===== src/rtl/memory_arbiter.sv =====
// Serialises cache instruction/data requests onto one single-ported RAM, data first.
// Latency: grant one cycle after request; wait drops combinationally in the RAM-ready cycle.
// Backpressure: requester holds its request while wait=1; a watchdog bounds each access.
module memory_arbiter #(
    parameter int          STARVE_MAX = 4,
    parameter int          TIMEOUT    = 16,
    parameter logic [31:0] ERR_WORD   = 32'hBAD1BAD1
) (
    input  logic        CLK,
    input  logic        RST,
    input  logic        iREN,
    input  logic [31:0] iaddr,
    output logic        iwait,
    output logic [31:0] iload,
    input  logic        dREN,
    input  logic        dWEN,
    input  logic [31:0] daddr,
    input  logic [31:0] dstore,
    output logic        dwait,
    output logic [31:0] dload,
    output logic        ramREN,
    output logic        ramWEN,
    output logic [31:0] ramaddr,
    output logic [31:0] ramstore,
    input  logic [31:0] ramload,
    input  logic        ram_ready,
    output logic        timeout_err
);

    localparam int SW = $clog2(STARVE_MAX + 1);
    localparam int WW = $clog2(TIMEOUT);

    typedef enum logic [1:0] {IDLE, DGRANT, IGRANT} state_t;

    state_t      state;
    logic [SW-1:0] starve_cnt;
    logic [WW-1:0] wd_cnt;
    logic [31:0] addr_q;
    logic [31:0] store_q;
    logic [31:0] iload_q;
    logic [31:0] dload_q;
    logic        wr_q;

    logic        d_req;
    logic        live;
    logic        wd_expired;
    logic        done;
    logic        i_done;
    logic        d_done;
    logic [31:0] rd_word;

    // Access is live only while its requester still asserts; dropping the request aborts it.
    always_comb begin
        d_req      = dREN | dWEN;
        live       = ((state == DGRANT) && d_req) || ((state == IGRANT) && iREN);
        wd_expired = (wd_cnt == WW'(TIMEOUT - 1));
        done       = live && (ram_ready || wd_expired);
        i_done     = done && (state == IGRANT);
        d_done     = done && (state == DGRANT);
        rd_word    = ram_ready ? ramload : ERR_WORD;
    end

    assign ramREN   = live && ((state == IGRANT) || !wr_q);
    assign ramWEN   = live && (state == DGRANT) && wr_q;
    assign ramaddr  = addr_q;
    assign ramstore = store_q;
    assign iwait    = !i_done;
    assign dwait    = !d_done;
    assign iload    = i_done ? rd_word : iload_q;
    assign dload    = (d_done && !wr_q) ? rd_word : dload_q;

    // Arbitration, request capture, starvation/watchdog counters and load holding registers.
    always_ff @(posedge CLK or posedge RST) begin
        if (RST) begin
            state       <= IDLE;
            starve_cnt  <= '0;
            wd_cnt      <= '0;
            addr_q      <= '0;
            store_q     <= '0;
            iload_q     <= '0;
            dload_q     <= '0;
            wr_q        <= 1'b0;
            timeout_err <= 1'b0;
        end else begin
            case (state)
                IDLE: begin
                    wd_cnt <= '0;
                    if (iREN && (starve_cnt == SW'(STARVE_MAX))) begin
                        state      <= IGRANT;
                        addr_q     <= iaddr;
                        wr_q       <= 1'b0;
                        starve_cnt <= '0;
                    end else if (d_req) begin
                        state   <= DGRANT;
                        addr_q  <= daddr;
                        store_q <= dstore;
                        wr_q    <= dWEN;
                        if (!iREN)
                            starve_cnt <= '0;
                        else if (starve_cnt != SW'(STARVE_MAX))
                            starve_cnt <= starve_cnt + SW'(1);
                    end else if (iREN) begin
                        state      <= IGRANT;
                        addr_q     <= iaddr;
                        wr_q       <= 1'b0;
                        starve_cnt <= '0;
                    end
                end
                DGRANT, IGRANT: begin
                    if (done) begin
                        state <= IDLE;
                        if (state == IGRANT)
                            iload_q <= rd_word;
                        else if (!wr_q)
                            dload_q <= rd_word;
                        if (!ram_ready)
                            timeout_err <= 1'b1;
                    end else if (!live) begin
                        state <= IDLE;
                    end else begin
                        wd_cnt <= wd_cnt + WW'(1);
                    end
                end
                default: state <= IDLE;
            endcase
        end
    end

endmodule


===== config.mk =====
export PLATFORM = sky130hd
export DESIGN_NAME = memory_arbiter
export DESIGN_NICKNAME = d
export VERILOG_FILES = /design/src/rtl/memory_arbiter.sv
export SDC_FILE = /design/constraint.sdc
export NUM_CORES = 1
export LEC_CHECK = 0
export CAP_MARGIN = 30
export CORE_MARGIN = 2
export CORE_UTILIZATION = 30
export DETAILED_ROUTE_END_ITERATION = 8
export GPL_TIMING_DRIVEN = 1
export PLACE_DENSITY = 0.66
export SYNTH_ARGS = -nofsm -noshare
export SYNTH_HDL_FRONTEND = slang
export SYNTH_SLANG_ARGS = --single-unit

===== constraint.sdc =====
create_clock -name CLK -period 13 [get_ports CLK]
set_input_delay 2.6 -clock CLK [delete_from_list [all_inputs] [get_ports CLK]]
set_output_delay 2.6 -clock CLK [all_outputs]
set_load 0.005 [all_outputs]

==> flow_summary.yaml <==
clock_network:
  cts_buffers: 17
  post_cts_buffers: 0
  cts.htree.levels: 4
  cts_max_path_buffers: 2
  cts_resized: 0
  tritoncts: "yes"
  clk_pin_slew_ns: 0.06
  clk_latency_ns: 0.41
  cts_hold_buf: 0
  cts.sinks: 139
  cts_root_buf: "clkbuf_16"
logic_synthesis:
  synth.cell_area_mm2: 0.00663
  synthCells: 670
  ys.flop_type: "dfrtp_1"
  synthAdderAreaFrac: 0.0113
  postSynthAreaPerCell_um2: 9.90
  synth_edf_count: 0
  yosysWarnings: 0
  ys_ff_latch: 139
  yosys.area_share.simple: 0.137
  synth-compound-area-share: 0.153
  synth_nets: 810
  yosys.area.top_type_share: 0.525
  muxShareOfSynthArea: 0.124
  yosysTopAreaCell: "dfrtp_1"
  yosysUniqueCellTypes: 39
  synth_top_family_by_area: "compound AO/OA/AOI/OAI gates"
  synth_area_leaders: "dfrtp_1 52%, o21ai_0 12%, nand2_1 11%, mux2_4 6.1%, mux2i_1 5.3%"
  synth_seq_area_share: 0.525
  synthArstFlopShare: 1.00
  yosys.area_share.xor_xnor: 0
final_layout:
  diodes: 0
  fin_util: 0.461
  area_delta_synth_final_pct: 51.2
  drive_gt1_frac: 0.0902
  num-nets-final: 1058
  final-seq-area_mm2: 0.00348
  final_cell_count_no_fill: 1211
  multi_input_area_mm2: 0.00283
  fillers: 2088
global_route:
  grt_max_degree: 69
  antenna_found_initial: 0
  grt_pass1_wl_um: 30600
  grt_pass1_vias: 5625
  grt.total_usage: 0.163
  grt_overflow: 0
drt:
  vias: 5515
  viasPerCell: 4.55
  post-route-drc-count: 0
  drtAntennaViolNets: 0
  drt-initial-drc-count: 276
  wl_met1_um: 8030
  wl_um: 18600
  wl_met2_um: 9390
  routedWlPerCell_um: 15.3
  top_layer: "met4"
  dr.pass1.iters: 6
  dr_wl_met3_um: 747
sta:
  rsz0062_at_grt: "false"
  hold_violations: 0
  setup_viol: 0
  min_period_ns: 7.76
  period_share: 0.597
  fin_tns_setup_ns: 0
  layout_setup_ws_ns: 5.24
  slew_violations: 0
  fin_skew_ns: 0.00995
  fmaxAchievable_mhz: 129
  tightest_slew_ns: 0.664
  relSlewSlack: 0.557
power:
  p_per_area_mw_per_mm2: 210
  vdd_drop_max_mv: 0.0772
  p_leak_nw: 4.38
place:
  gp_congestion: 0.788
  dp.cells: 1179
  dp_hpwl_um: 13300
  port_buffers: 266
  place_ws_ns: 5.20
critical_path:
  end_kind: "output port"
  r2r-end: "dload_q[5]"
  critPathKind: "in2out"
  crit_fanout: 64
  endpoint: "dload[21]"
  critPathLaunchType: "primary input"
  r2r_setup_slack_ns: 10.92
  reg2reg_depth: 6
  timing.rr.start: "state[0]"
  worstPathArrival_ns: 5.16
  startpoint: "iREN"
  cp.required_ns: 10.40
die:
  core-area_mm2: 0.0218
  std_cell_rows: 54
  die_w_um: 153
  io_pins: 267
  start_util: 0.305
  die_h_um: 153
  dieArea_mm2: 0.0233
run_status:
  status: "completed"
job:
  maxCapViolCount: 0
hold_path:
  min_path_type: "reg2reg"
==> power by group <==
group	switching (W)	total, W	internal [W]	leakage [nW]
clock network	0.000197	0.000455	0.000258	0.260
logic	0.000383	0.000934	0.000550	2.38
registers	0.0000998	0.000718	0.000619	1.74
total	0.000680	0.00211	0.00143	4.38
==> logic make-up after synthesis <==
| logic type | after synthesis |
|---|---|
| simple gates | 221 |
| fa+ha+maj | 6 |
| compound gates | 181 |
| flops | 139 |
| mux | 68 |
| buf+inv | 55 |
==> flip-flops by register name, summed over array words and instances, names as in the netlist <==
signal       flops
iload_q         32
timeout_err      1
state            2
wd_cnt           4
dload_q         32
wr_q             1
ramstore        32
ramaddr         32
starve_cnt       3
==> area by class of cell <==
cell class | count | area share
sequential | 139 | 0.347
multi-input combinational | 476 | 0.283
timing repair buffer | 275 | 0.276
clock buffer | 19 | 0.0452
tap | 280 | 0.0350
clock inverter | 13 | 0.0107
inverter | 9 | 0.00387
==> how the worst min path moves through the flow <==
| stage | from | to | slack, ns | depth (start not counted) |
|---|---|---|---|---|
| floorplan | dload_q[0] | dload_q[0] | 0.45 | 2 |
| global placement | ramaddr[26] | ramaddr[26] | 0.46 | 2 |
| detailed placement | ramaddr[18] | ramaddr[18] | 0.47 | 2 |
| CTS | ramaddr[18] | ramaddr[18] | 0.48 | 2 |
| global route | dload_q[4] | dload_q[4] | 0.50 | 2 |
| finish | ramaddr[15] | ramaddr[15] | 0.48 | 2 |
==> metrics by stage <==
step / cell area [µm²] / total power [W] / hold slack (ns)
floorplan: 6630 / 0.00116 / 0.450
global placement: 9410 / 0.00165 / 0.460
detailed placement: 9460 / 0.00167 / 0.469
CTS: 10000 / 0.00214 / 0.484
global route: 10000 / 0.00226 / 0.502
finish: 10000 / 0.00211 / 0.477
==> synthesized netlist by cell type, drive strengths merged, types with 2 or more instances <==
| master | instances |
|---|---|
| nand2 | 186 |
| o21ai | 163 |
| dfrtp | 139 |
| mux2i | 35 |
| mux2 | 33 |
| buf | 28 |
| clkbuf | 18 |
| nor2b | 18 |
| inv | 9 |
| nand3 | 7 |
| ha | 6 |
| a21oi | 3 |
| o2111ai | 3 |
| a32o | 2 |
| and2 | 2 |
| nor2 | 2 |
| nor3 | 2 |
==> cell usage in the layout, fill, tap and decap left out, types with 8 or more instances in the layout <==
master / count
o21ai_0: 157
clkdlybuf4s50_1: 266
nand2_1: 186
mux2i_1: 35
mux2_4: 27
inv_1: 8
dfrtp_1: 139
nor2b_1: 18
clkbuf_16: 17
==> layer usage <==
| layer | vias up | GRT usage |
|---|---|---|
| met4 | 0 | 0.0485 |
| met2 | 137 | 0.280 |
| met1 | 2594 | 0.203 |
| li1 | 2760 | - |
| met3 | 24 | 0.0395 |
| met5 | - | 0 |
==> critical path, cell delays in order <==
cell	delay, ns
clkdlybuf4s50_1	0.67
and2_1	0.36
o2111ai_4	0.19
buf_4	0.50
nand2_1	0.10
o21ai_0	0.14
clkdlybuf4s50_1	0.56
Power figures use the tool's default switching activity.
